--- src/rtl/if_neuron_pkg.sv ---
// if_neuron_pkg: shared types and helpers for the integrate-and-fire update
// pipe.
//   op_e         - command opcodes as they appear on cmd_op
//   fsm_state_e  - control FSM states (RUN accepts commands, CLEAR sweeps)
//   pipe_stage_t - one pipe slot {valid, op, addr, weight}; the address and
//                  weight fields are sized for the widest supported
//                  configuration. The top zero-extends addresses and
//                  sign-extends weights into them.
//   sat_add      - signed add clamped to the range of a w-bit signed value
package if_neuron_pkg;

  localparam int PIPE_ADDR_W   = 16;
  localparam int PIPE_WEIGHT_W = 16;

  typedef enum logic [1:0] {
    OP_SYN     = 2'b00,
    OP_STEP    = 2'b01,
    OP_REF     = 2'b10,
    OP_CLR_ALL = 2'b11
  } op_e;

  typedef enum logic [0:0] {
    ST_RUN   = 1'b0,
    ST_CLEAR = 1'b1
  } fsm_state_e;

  typedef struct packed {
    logic                              valid;
    op_e                               op;
    logic [PIPE_ADDR_W-1:0]            addr;
    logic signed [PIPE_WEIGHT_W-1:0]   weight;
  } pipe_stage_t;

  // Operands are kept far below 32 bits, so the raw sum cannot wrap before
  // it is clamped to the w-bit rails.
  function automatic logic signed [31:0] sat_add(input logic signed [31:0] a,
                                                 input logic signed [31:0] b,
                                                 input int w);
    logic signed [31:0] s;
    logic signed [31:0] hi;
    logic signed [31:0] lo;
    s  = a + b;
    hi = (32'sd1 <<< (w - 1)) - 32'sd1;
    lo = -(32'sd1 <<< (w - 1));
    if (s > hi)      return hi;
    else if (s < lo) return lo;
    return s;
  endfunction

endpackage

--- src/rtl/if_neuron_alu.sv ---
// if_neuron_alu: combinational S1 datapath of the neuron update pipe.
//   i_op          operation in S1
//   i_state/i_cnt forwarded membrane state and spike count
//   i_weight      sign-extended synaptic weight (SYN only)
//   i_thr         signed firing threshold
//   i_leak_en     apply shift leak on STEP
//   i_leak_shift  leak = state >>> shift
//   i_reset_sub   1: subtract threshold on spike, 0: reset to zero
//   o_state/o_cnt updated state and count
//   o_spike       STEP crossed the threshold
module if_neuron_alu
  import if_neuron_pkg::*;
#(
  parameter int MEM_W = 12,
  parameter int CNT_W = 7,
  parameter int SH_W  = 4
) (
  input  op_e                             i_op,
  input  logic signed [MEM_W-1:0]         i_state,
  input  logic [CNT_W-1:0]                i_cnt,
  input  logic signed [PIPE_WEIGHT_W-1:0] i_weight,
  input  logic signed [MEM_W-1:0]         i_thr,
  input  logic                            i_leak_en,
  input  logic [SH_W-1:0]                 i_leak_shift,
  input  logic                            i_reset_sub,
  output logic signed [MEM_W-1:0]         o_state,
  output logic [CNT_W-1:0]                o_cnt,
  output logic                            o_spike
);

  logic signed [MEM_W-1:0] w_leak;
  logic signed [31:0]      w_st32;
  logic signed [31:0]      w_wt32;
  logic signed [31:0]      w_thr32;
  logic signed [31:0]      w_v32;
  logic                    w_fire;
  logic [CNT_W-1:0]        w_cnt_inc;

  assign w_leak  = i_state >>> i_leak_shift;
  assign w_st32  = 32'(i_state);
  assign w_wt32  = 32'(i_weight);
  assign w_thr32 = 32'(i_thr);
  // state - (state >>> shift) always stays inside the MEM_W range.
  assign w_v32   = i_leak_en ? (w_st32 - 32'(w_leak)) : w_st32;
  assign w_fire  = (w_v32 >= w_thr32);
  // Count saturates: a neuron already at the top keeps the top value.
  assign w_cnt_inc = (&i_cnt) ? i_cnt : (i_cnt + CNT_W'(1));

  always_comb begin
    o_state = i_state;
    o_cnt   = i_cnt;
    o_spike = 1'b0;
    case (i_op)
      OP_SYN: begin
        o_state = MEM_W'(sat_add(w_st32, w_wt32, MEM_W));
      end
      OP_STEP: begin
        if (w_fire) begin
          o_spike = 1'b1;
          o_cnt   = w_cnt_inc;
          o_state = i_reset_sub ? MEM_W'(sat_add(w_v32, -w_thr32, MEM_W)) : '0;
        end else begin
          o_state = MEM_W'(w_v32);
        end
      end
      OP_REF: begin
        o_state = '0;
        o_cnt   = '0;
      end
      default: begin
      end
    endcase
  end

endmodule

--- src/rtl/if_neuron_pipe.sv ---
// if_neuron_pipe: pipelined integrate-and-fire update engine in front of a
// 1-cycle-latency neuron-state SRAM.
//   CLK, RST                     clock, synchronous active-high reset
//   cmd_valid/cmd_ready          command handshake
//   cmd_op/cmd_addr/cmd_weight   opcode, neuron, signed weight
//   cfg_*                        threshold, leak and reset-mode config (used in S1)
//   mem_rd_en/mem_rd_addr        SRAM read request (S0)
//   mem_rd_state/mem_rd_cnt      SRAM read data (S1)
//   mem_wr_*                     SRAM write (S2)
//   spike_valid/spike_addr       one-cycle spike pulse (S2)
//   busy                         pipe holds an op or a clear sweep is running
//   o_dbg_state                  current FSM state
//
// Handshake: a command transfers on a rising CLK edge where cmd_valid and
// cmd_ready are both high; cmd_ready depends only on the FSM state, so it
// never combinationally depends on cmd_valid.
module if_neuron_pipe
  import if_neuron_pkg::*;
#(
  parameter int N_NEUR                    = 256,
  parameter int POST_NEUR_MEM_WIDTH       = 12,
  parameter int POST_NEUR_SPIKE_CNT_WIDTH = 7,
  parameter int WEIGHT_WIDTH              = 8,
  parameter int LEAK_SH_WIDTH             = 4,
  localparam int ADDR_W                   = $clog2(N_NEUR)
) (
  input  logic                                  CLK,
  input  logic                                  RST,
  input  logic                                  cmd_valid,
  output logic                                  cmd_ready,
  input  logic [1:0]                            cmd_op,
  input  logic [ADDR_W-1:0]                     cmd_addr,
  input  logic [WEIGHT_WIDTH-1:0]               cmd_weight,
  input  logic signed [POST_NEUR_MEM_WIDTH-1:0] cfg_thr,
  input  logic                                  cfg_leak_en,
  input  logic [LEAK_SH_WIDTH-1:0]              cfg_leak_shift,
  input  logic                                  cfg_reset_sub,
  output logic                                  mem_rd_en,
  output logic [ADDR_W-1:0]                     mem_rd_addr,
  input  logic signed [POST_NEUR_MEM_WIDTH-1:0] mem_rd_state,
  input  logic [POST_NEUR_SPIKE_CNT_WIDTH-1:0]  mem_rd_cnt,
  output logic                                  mem_wr_en,
  output logic [ADDR_W-1:0]                     mem_wr_addr,
  output logic signed [POST_NEUR_MEM_WIDTH-1:0] mem_wr_state,
  output logic [POST_NEUR_SPIKE_CNT_WIDTH-1:0]  mem_wr_cnt,
  output logic                                  spike_valid,
  output logic [ADDR_W-1:0]                     spike_addr,
  output logic                                  busy,
  output logic [0:0]                            o_dbg_state
);

  localparam int MEM_W = POST_NEUR_MEM_WIDTH;
  localparam int CNT_W = POST_NEUR_SPIKE_CNT_WIDTH;
  localparam logic [ADDR_W-1:0] LAST_ADDR = ADDR_W'(N_NEUR - 1);

  fsm_state_e              r_state;
  logic [ADDR_W-1:0]       r_sweep_addr;
  pipe_stage_t             r_s1;
  logic                    r_s2_valid;
  logic [ADDR_W-1:0]       r_s2_addr;
  logic signed [MEM_W-1:0] r_s2_state;
  logic [CNT_W-1:0]        r_s2_cnt;
  logic                    r_s2_spike;
  // Copy of last cycle's write: the SRAM returns old data on a
  // read-during-write, so an op two behind the writer must take it from here.
  logic                    r_dw_valid;
  logic [ADDR_W-1:0]       r_dw_addr;
  logic signed [MEM_W-1:0] r_dw_state;
  logic [CNT_W-1:0]        r_dw_cnt;
  logic                    r_busy;

  logic                    w_accept;
  logic                    w_accept_clr;
  logic                    w_inject;
  logic                    w_sweep_last;
  pipe_stage_t             w_s0;
  logic signed [MEM_W-1:0] w_op_state;
  logic [CNT_W-1:0]        w_op_cnt;
  logic signed [MEM_W-1:0] w_alu_state;
  logic [CNT_W-1:0]        w_alu_cnt;
  logic                    w_alu_spike;

  assign cmd_ready    = (r_state == ST_RUN);
  assign w_accept     = cmd_valid && cmd_ready;
  assign w_accept_clr = w_accept && (op_e'(cmd_op) == OP_CLR_ALL);
  assign w_inject     = (r_state == ST_CLEAR);
  assign w_sweep_last = (r_sweep_addr == LAST_ADDR);

  // S0: either the accepted command or, during a sweep, an internal REF.
  always_comb begin
    w_s0 = '0;
    if (w_inject) begin
      w_s0.valid = 1'b1;
      w_s0.op    = OP_REF;
      w_s0.addr  = PIPE_ADDR_W'(r_sweep_addr);
    end else if (w_accept && !w_accept_clr) begin
      w_s0.valid  = 1'b1;
      w_s0.op     = op_e'(cmd_op);
      w_s0.addr   = PIPE_ADDR_W'(cmd_addr);
      w_s0.weight = PIPE_WEIGHT_W'(signed'(cmd_weight));
    end
  end

  assign mem_rd_en   = w_s0.valid;
  assign mem_rd_addr = w_s0.addr[ADDR_W-1:0];

  // S1 operand: newest copy wins (S2 result, then delayed write, then SRAM).
  always_comb begin
    w_op_state = mem_rd_state;
    w_op_cnt   = mem_rd_cnt;
    if (r_s2_valid && (PIPE_ADDR_W'(r_s2_addr) == r_s1.addr)) begin
      w_op_state = r_s2_state;
      w_op_cnt   = r_s2_cnt;
    end else if (r_dw_valid && (PIPE_ADDR_W'(r_dw_addr) == r_s1.addr)) begin
      w_op_state = r_dw_state;
      w_op_cnt   = r_dw_cnt;
    end
  end

  if_neuron_alu #(
    .MEM_W(MEM_W),
    .CNT_W(CNT_W),
    .SH_W (LEAK_SH_WIDTH)
  ) u_alu (
    .i_op        (r_s1.op),
    .i_state     (w_op_state),
    .i_cnt       (w_op_cnt),
    .i_weight    (r_s1.weight),
    .i_thr       (cfg_thr),
    .i_leak_en   (cfg_leak_en),
    .i_leak_shift(cfg_leak_shift),
    .i_reset_sub (cfg_reset_sub),
    .o_state     (w_alu_state),
    .o_cnt       (w_alu_cnt),
    .o_spike     (w_alu_spike)
  );

  always_ff @(posedge CLK) begin
    if (RST) begin
      r_state      <= ST_RUN;
      r_sweep_addr <= '0;
      r_s1         <= '0;
      r_s2_valid   <= 1'b0;
      r_s2_addr    <= '0;
      r_s2_state   <= '0;
      r_s2_cnt     <= '0;
      r_s2_spike   <= 1'b0;
      r_dw_valid   <= 1'b0;
      r_dw_addr    <= '0;
      r_dw_state   <= '0;
      r_dw_cnt     <= '0;
      r_busy       <= 1'b0;
    end else begin
      case (r_state)
        ST_RUN: begin
          if (w_accept_clr) begin
            r_state      <= ST_CLEAR;
            r_sweep_addr <= '0;
          end
        end
        ST_CLEAR: begin
          r_sweep_addr <= r_sweep_addr + ADDR_W'(1);
          if (w_sweep_last) r_state <= ST_RUN;
        end
        default: r_state <= ST_RUN;
      endcase

      r_s1       <= w_s0;
      r_s2_valid <= r_s1.valid;
      r_s2_addr  <= r_s1.addr[ADDR_W-1:0];
      r_s2_state <= w_alu_state;
      r_s2_cnt   <= w_alu_cnt;
      r_s2_spike <= r_s1.valid && w_alu_spike;
      r_dw_valid <= r_s2_valid;
      r_dw_addr  <= r_s2_addr;
      r_dw_state <= r_s2_state;
      r_dw_cnt   <= r_s2_cnt;
      // Next-cycle occupancy: S1 next = S0 now, S2 next = S1 now, plus
      // whether the FSM will be sweeping next cycle.
      r_busy     <= w_s0.valid || r_s1.valid ||
                    (w_inject ? !w_sweep_last : w_accept_clr);
    end
  end

  assign mem_wr_en    = r_s2_valid;
  assign mem_wr_addr  = r_s2_addr;
  assign mem_wr_state = r_s2_state;
  assign mem_wr_cnt   = r_s2_cnt;
  assign spike_valid  = r_s2_valid && r_s2_spike;
  assign spike_addr   = r_s2_addr;
  assign busy         = r_busy;
  assign o_dbg_state  = r_state;

endmodule

--- config.mk ---
export PLATFORM = sky130hd
export DESIGN_NAME = if_neuron_pipe
export DESIGN_NICKNAME = d
export VERILOG_FILES = /design/src/rtl/if_neuron_pkg.sv /design/src/rtl/if_neuron_alu.sv /design/src/rtl/if_neuron_pipe.sv
export SDC_FILE = /design/constraint.sdc
export NUM_CORES = 1
export LEC_CHECK = 0
export BUFFER_PORTS_ARGS = -buffer_cell sky130_fd_sc_hd__buf_4
export CAP_MARGIN = 40
export CORE_ASPECT_RATIO = 1.4
export CORE_MARGIN = 8
export CORE_UTILIZATION = 63
export DETAILED_ROUTE_END_ITERATION = 6
export GPL_TIMING_DRIVEN = 0
export PLACE_DENSITY = 0.95
export SLEW_MARGIN = 20
export SYNTH_ARGS = -nofsm -noshare
export SYNTH_HDL_FRONTEND = slang
export SYNTH_HIERARCHICAL = 1
export SYNTH_SLANG_ARGS = --single-unit
--- constraint.sdc ---
create_clock -name CLK -period 18.6 [get_ports CLK]
set_input_delay 0.93 -clock CLK [delete_from_list [all_inputs] [get_ports CLK]]
set_output_delay 0.93 -clock CLK [all_outputs]
set_load 0.01 [all_outputs]
After elaboration in Yosys (flattened, before gate mapping)
Index checks and enable logic that the tools add are counted.
{ "word_totals": {"register_bits": 94, "inputBits": 58, "output_inout_bits": 49, "wordCells": 88} }
{ "op_classes": {"add_sub_neg": 6, "n_lt_le_gt_ge": 5, "eq_ne": 7, "shifts": 1, "muxes": 34, "bitwise": 2, "reduce_logical": 15} }
{ "ops": {"columns": ["op", "n"], "rows": [
  ["$mux W12", 10],
  ["$pmux W12 S3", 1],
  ["$mux W35", 1],
  ["$add A32 B32 Y32", 1],
  ["$eq A8 B16 Y1", 2],
  ["$ge A32 B12 Y1", 1],
  ["$gt A32 B12 Y1 const B", 1],
  ["$lt A32 B12 Y1 const B", 1],
  ["$mux W32", 1],
  ["$neg A12 Y32", 1],
  ["$mux W7", 4],
  ["$mux W19", 1],
  ["$pmux W8 S2", 1],
  ["$pmux W7 S2", 1],
  ["$add A12 B8 Y13", 1],
  ["$gt A13 B12 Y1 const B", 1],
  ["$lt A13 B12 Y1 const B", 1],
  ["$sub A12 B12 Y13", 1],
  ["$mux W1", 12],
  ["$sshr A12 B4 Y12", 1],
  ["$add A8 B1 Y8 const B", 1],
  ["$eq A8 B8 Y1 const B", 1],
  ["$mux W8", 1],
  ["$add A7 B1 Y7 const B", 1],
  ["other kinds (12)", 22]
]} }

Depth between registers and ports, before layout
{ "depth": {"word_depth": 17, "mapped_depth": 37, "depth_no_buf": 35} }

Cells and area by module
The synthesis kept the hierarchy.
{ "modules_own_cells": {"columns": ["module", "instances", "cells_per_inst", "area_each_um2", "seq_area_each_um2"], "rows": [
  ["if_neuron_pipe", 1, 361, 3498.4, 1721.7],
  ["if_neuron_alu", 1, 494, 3424.5, 0.0]
]} }

Worst setup path after synthesis
OpenSTA, ideal clock, no wires.
{ "synth_path": {"path_kind": "input port to flip-flop", "start": "in cfg_leak_shift[1]", "end": "reg r_s2_state[0] (netlist: mem_wr_state[0])", "setup_time_ns": 0.128, "arrival_time_ns": 7.122, "t_required_ns": 18.472, "setup_slack_ns": 11.350, "cell_stages": 27, "n_path_buf": 3, "path_cell_list": "clkbuf_1 -> buf_1 -> o21ai_0 -> o21a_1 -> mux4_2 -> ha_1 -> fa_1 -> o21ai_0 -> a31oi_1 -> o21ai_0 -> o41a_1 -> xor2_1 -> mux2_2 -> ha_1 -> nand4_1 -> nor3_1 -> o21ai_0 -> o211ai_1 -> a21o_1 -> fa_1 -> nor4bb_1 -> nand4b_1 -> or3_1 -> a41o_1 -> clkbuf_1 -> o32a_1 -> nor2b_1"} }
{ "synth_between": {"elab_chain_cells": 13, "elab_cells_between_ends": 16, "cone_classes": "add/sub (2); order compare (3); shift (1); mux (10)"} }
{ "synth_lines": {"columns": ["element", "line_no", "text"], "rows": [
  ["start: declaration", "if_neuron_pipe.sv:36", "input logic [LEAK_SH_WIDTH-1:0] cfg_leak_shift,"],
  ["$sshr A12 B4 Y12 (*)", "if_neuron_alu.sv:39", "assign w_leak = i_state >>> i_leak_shift;"],
  ["$sub A12 B12 Y13 (*)", "if_neuron_alu.sv:44", "assign w_v32 = i_leak_en ? (w_st32 - 32'(w_leak)) : w_st32;"],
  ["$mux W32 (*)", "if_neuron_alu.sv:44", null],
  ["$add A32 B32 Y32", "if_neuron_pkg.sv:42", "s = a + b;"],
  ["$lt A32 B12 Y1", "if_neuron_pkg.sv:46", "else if (s < lo) return lo;"],
  ["$mux W1", "if_neuron_pkg.sv:46", null],
  ["$mux W1", "if_neuron_pkg.sv:45", "if (s > hi) return hi;"],
  ["$mux W1", "if_neuron_alu.sv:58", "if (w_fire) begin"],
  ["$mux W1", "if_neuron_alu.sv:53", "case (i_op)"],
  ["$mux W12", "if_neuron_pkg.sv:47", "return s;"],
  ["$mux W12", "if_neuron_alu.sv:61", "o_state = i_reset_sub ? MEM_W'(sat_add(w_v32, -w_thr32, MEM_W)) : '0;"],
  ["$mux W12 (*)", "if_neuron_alu.sv:58", null],
  ["$pmux W12 S3 (*)", "if_neuron_alu.sv:53", null],
  ["net w_alu_state[0]", "if_neuron_pipe.sv:79", "logic signed [MEM_W-1:0] w_alu_state;"],
  ["end signal: assignment", "if_neuron_pipe.sv:171", "r_s2_state <= w_alu_state;"],
  ["end: declaration", "if_neuron_pipe.sv:61", "logic signed [MEM_W-1:0] r_s2_state;"]
]} }
The timed path passes the listed nets; every way through them passes the cells marked *. The select of a mux whose other input is x is not followed.
A chain may end at the register's enable or synchronous reset.

Final worst setup path
{ "layout_path": {"start": "reg r_s2_addr[0] (netlist: mem_wr_addr[0])", "end": "reg r_s2_state[9] (netlist: mem_wr_state[9])"} }
{ "layout_between": {"elab_chain_cells": 16, "elab_cells_between_ends": 27, "cone_classes": "add/sub (3); order compare (5); eq/ne (1); shift (1); mux (16); reduce/logical (1)"} }
{ "layout_lines": {"columns": ["element", "line_no", "text"], "rows": [
  ["start: declaration", "if_neuron_pipe.sv:60", "logic [ADDR_W-1:0] r_s2_addr;"],
  ["start signal: assignment", "if_neuron_pipe.sv:170", "r_s2_addr <= r_s1.addr[ADDR_W-1:0];"],
  ["$eq A8 B16 Y1 (*)", "if_neuron_pipe.sv:111", "if (r_s2_valid && (PIPE_ADDR_W'(r_s2_addr) == r_s1.addr)) begin"],
  ["$logic_and A1 B1 Y1 (*)", "if_neuron_pipe.sv:111", null],
  ["$mux W12 (*)", "if_neuron_pipe.sv:111", null],
  ["net w_op_state[8]", "if_neuron_pipe.sv:77", "logic signed [MEM_W-1:0] w_op_state;"],
  ["$sshr A12 B4 Y12", "if_neuron_alu.sv:39", null],
  ["$sub A12 B12 Y13", "if_neuron_alu.sv:44", null],
  ["$mux W32", "if_neuron_alu.sv:44", null],
  ["$add A32 B32 Y32", "if_neuron_pkg.sv:42", null],
  ["[2 not listed]", null, null],
  ["$mux W1", "if_neuron_pkg.sv:45", null],
  ["$mux W1", "if_neuron_alu.sv:58", null],
  ["$mux W1", "if_neuron_alu.sv:53", null],
  ["$mux W12", "if_neuron_pkg.sv:47", null],
  ["$mux W12", "if_neuron_alu.sv:61", null],
  ["$mux W12", "if_neuron_alu.sv:58", null],
  ["$pmux W12 S3 (*)", "if_neuron_alu.sv:53", null],
  ["net w_alu_state[9]", "if_neuron_pipe.sv:79", null]
]} }
Marks and branches as above.

==> impl_metrics.toml <==
[status]
status = "complete, no violations"

[floorplanning]
die_x_um = 105
start_util_pct = 64.4
coreArea_sq_um = 10800
die_h_um = 140
num_rows = 45
io_pins = 107
dieArea_sq_um = 14600

[logic_synthesis]
syn_inst = 855
synth-edff-count = 0
syn_nets = 969
synth.distinct_cells = 81
avgSynthCellArea_sq_um = 8.10
ys.flop_type = "dfxtp_1"
synth_seq_cells = 86
synth_top_area_share_pct = 24.9
netlist_area_sq_um = 6920
yosysTopAreaCell = "dfxtp_1"
ys_async_sr_fraction_pct = 0
ys_seq_area_share_pct = 24.9
synth_warnings = 6
synthTopCellsByArea = "dfxtp_1, ha_1, nor2b_1"

[final_layout]
fin_nets = 1087
final_area_sq_um = 8210
n_antenna_cell = 0
final_common_cell = "buf_4"
fillers = 718
final_cell_mix = "buf_4, dfxtp_1, nor2b_1"
area_growth_pct = 18.6
drive_gt1_share_pct = 19.3

[grt]
track_usage_pct = 28.6
grt_pass1_vias = 7115
grt_overflow = 0
grt_pass1_wl_um = 34700
grt_start_max_net_pins = 19
antenna_found_initial = 1

[setup_path]
worstPathArrival_ns = 9.40
cp.required_ns = 18.87
crit_slowest_cell = "nor3_2"
end_kind = "flop"
worstReg2RegStart = "mem_wr_addr[0]"
r2r_end = "mem_wr_state[9]"
rr_worst_depth = 35
path_max_fanout = 10
cp_slowest_stage_delay_ns = 0.51
r2r_setup_slack_ns = 9.47
crit_type = "reg -> reg"
critPathMostFrequentCell = "o21ai_0"
crit_buf_inv = 4
cpLargestDelayFamily = "compound AO/OA/AOI/OAI gates"
cp-start-kind = "flop"

[clocking]
htree_levels = 3
worstSkewPairLatency_ns = 0.35
cts_resized = 0
cts_made_buffers = 9
cts_tree = "yes"
clock_path_buffers = 2
ctsHoldBuffers = 0
post_cts_buffers = 0
clockRootBuffer = "clkbuf_16"
clock-sinks = 86
clk_pin_slew_ns = 0.07

[drt]
dr.pass1.iters = 7
vias = 7296
drt_iter0_markers = 707
wl_per_cell_um = 19.3
drtAntennaViolNets = 0
viasPerCell = 6.52
drc = 0
routed_wl_um = 21600

[sta]
fin_crit_sh_pct = 49.1
fin_crit_ns = 9.13
grt_setup_unrepaired = "no"
max_slew_margin_pct = 37.2
final.setup.tns_ns = 0
tightest_slew_ns = 0.938
finClkSkew_ns = 0.00662
hold_viol = 0
drv_slew = 0
fin_ws_ns = 9.47
max_freq_mhz = 110
setup_violations = 0

[hold_path]
holdPathEnd = "r_dw_cnt[1]"
hold_path.class = "reg -> reg"
hold_start = "mem_wr_cnt[1]"
holdPathStages = 1

[power_and_ir_drop]
peakVddDrop_mv = 0.0541
p_per_area_nw_per_um2 = 84.0
p_leak_nw = 3.51

[placement]
hpwl_um = 16300
place_area_sq_um = 7880
gp_congestion = 0.957
portBuffers = 102
dp_slack_ns = 10.06

[job]
maxCapViolations = 0
==> per-stage QoR <==
| stage | hold slack [ns] | power [mW] | cells | utilization [%] |
|---|---|---|---|---|
| after floorplan | 0.431 | 0.415 | 855 | - |
| after detailed placement | 0.481 | 0.496 | 1100 | 73.3 |
| final | 0.485 | 0.689 | 1119 | 76.3 |
| after CTS | 0.484 | 0.678 | 1116 | 76.1 |
| after global placement | 0.473 | 0.484 | 1098 | 73.1 |
| after global routing | 0.500 | 0.721 | 1119 | 76.3 |
==> power by group <==
group	switching, mW	internal [mW]
Clock	0.0864	0.0952
Sequential	0.00961	0.196
Combinational	0.175	0.127
==> how the worst max path moves through the flow <==
stage,startpoint,cells past startpoint,endpoint,slack [ns]
2_1_floorplan,cfg_leak_shift[1],27,mem_wr_state[0],11.35
3_3_place_gp,mem_rd_state[11],30,mem_wr_state[7],9.99
3_5_place_dp,mem_wr_addr[7],35,mem_wr_state[7],10.06
4_1_cts,mem_wr_addr[0],35,mem_wr_state[9],9.90
5_1_grt,r_s1[16],37,mem_wr_state[9],8.78
6_report,mem_wr_addr[0],35,mem_wr_state[9],9.47
==> logic make-up after synthesis <==
kind of cell | Yosys count | synth area share, %
xor gates and xnor gates | 46 | 5.82
DFF | 86 | 24.9
buffers and inverters | 97 | 6.85
adders and majority gates | 56 | 11.1
muxes | 21 | 3.65
AOI/OAI and AO/OA | 237 | 22.5
and+or+nand+nor | 312 | 25.2
==> registers in the layout (all words and copies together) (netlist names), 7 cells and up <==
signal	flops
mem_wr_addr	8
mem_wr_cnt	7
mem_wr_state	12
r_dw_addr	8
r_dw_cnt	7
r_dw_state	12
r_s1	19
r_sweep_addr	8
==> layer usage <==
layer | vias up | routed length, um | global-route usage [%] | share of wire (%)
met4 | 2 | 1390 | 19.7 | 6.4
met5 | - | 16 | 0 | 0.074
met1 | 3369 | 7630 | 30.6 | 35
met3 | 125 | 2000 | 6.15 | 9.3
met2 | 469 | 10600 | 49.4 | 49
li1 | 3331 | - | - | -
==> cell type report <==
cell class                      count  area, sq um  share of cell area, %
Clock inverter                      7         76.3                  0.930
Tap cell                          141          176                   2.15
Timing Repair Buffer              107          802                   9.77
Sequential cell                    86         1720                   21.0
Buffer                             56          320                   3.90
Clock buffer                        9          225                   2.74
Inverter                           41          154                   1.87
Multi-Input combinational cell    672         4730                   57.7
==> Yosys cell counts, types with 4 or more instances <==
library cell and number:
dfxtp_1 86, nor2b_1 74, a21oi_1 59, nand2_1 58
o21ai_0 50, ha_1 47, inv_1 40, nor2_1 35
xnor2_1 31, nand4_1 27, a31oi_1 25, nor4_1 20
o31ai_1 20, buf_4 19, and2_1 18, clkbuf_1 16
xor2_1 15, mux2i_1 14, nand3_1 14, nor3_1 13
buf_2 12, nand2b_1 11, fa_1 9, a21o_1 8
a22o_1 8, a32oi_1 8, o21ai_1 8, o21bai_1 8
or3_1 8, a211oi_1 7, o211ai_1 6, and3_1 5
buf_1 5, or2_2 5, mux2_2 4
No activity file was read; power rests on OpenSTA's default activity.
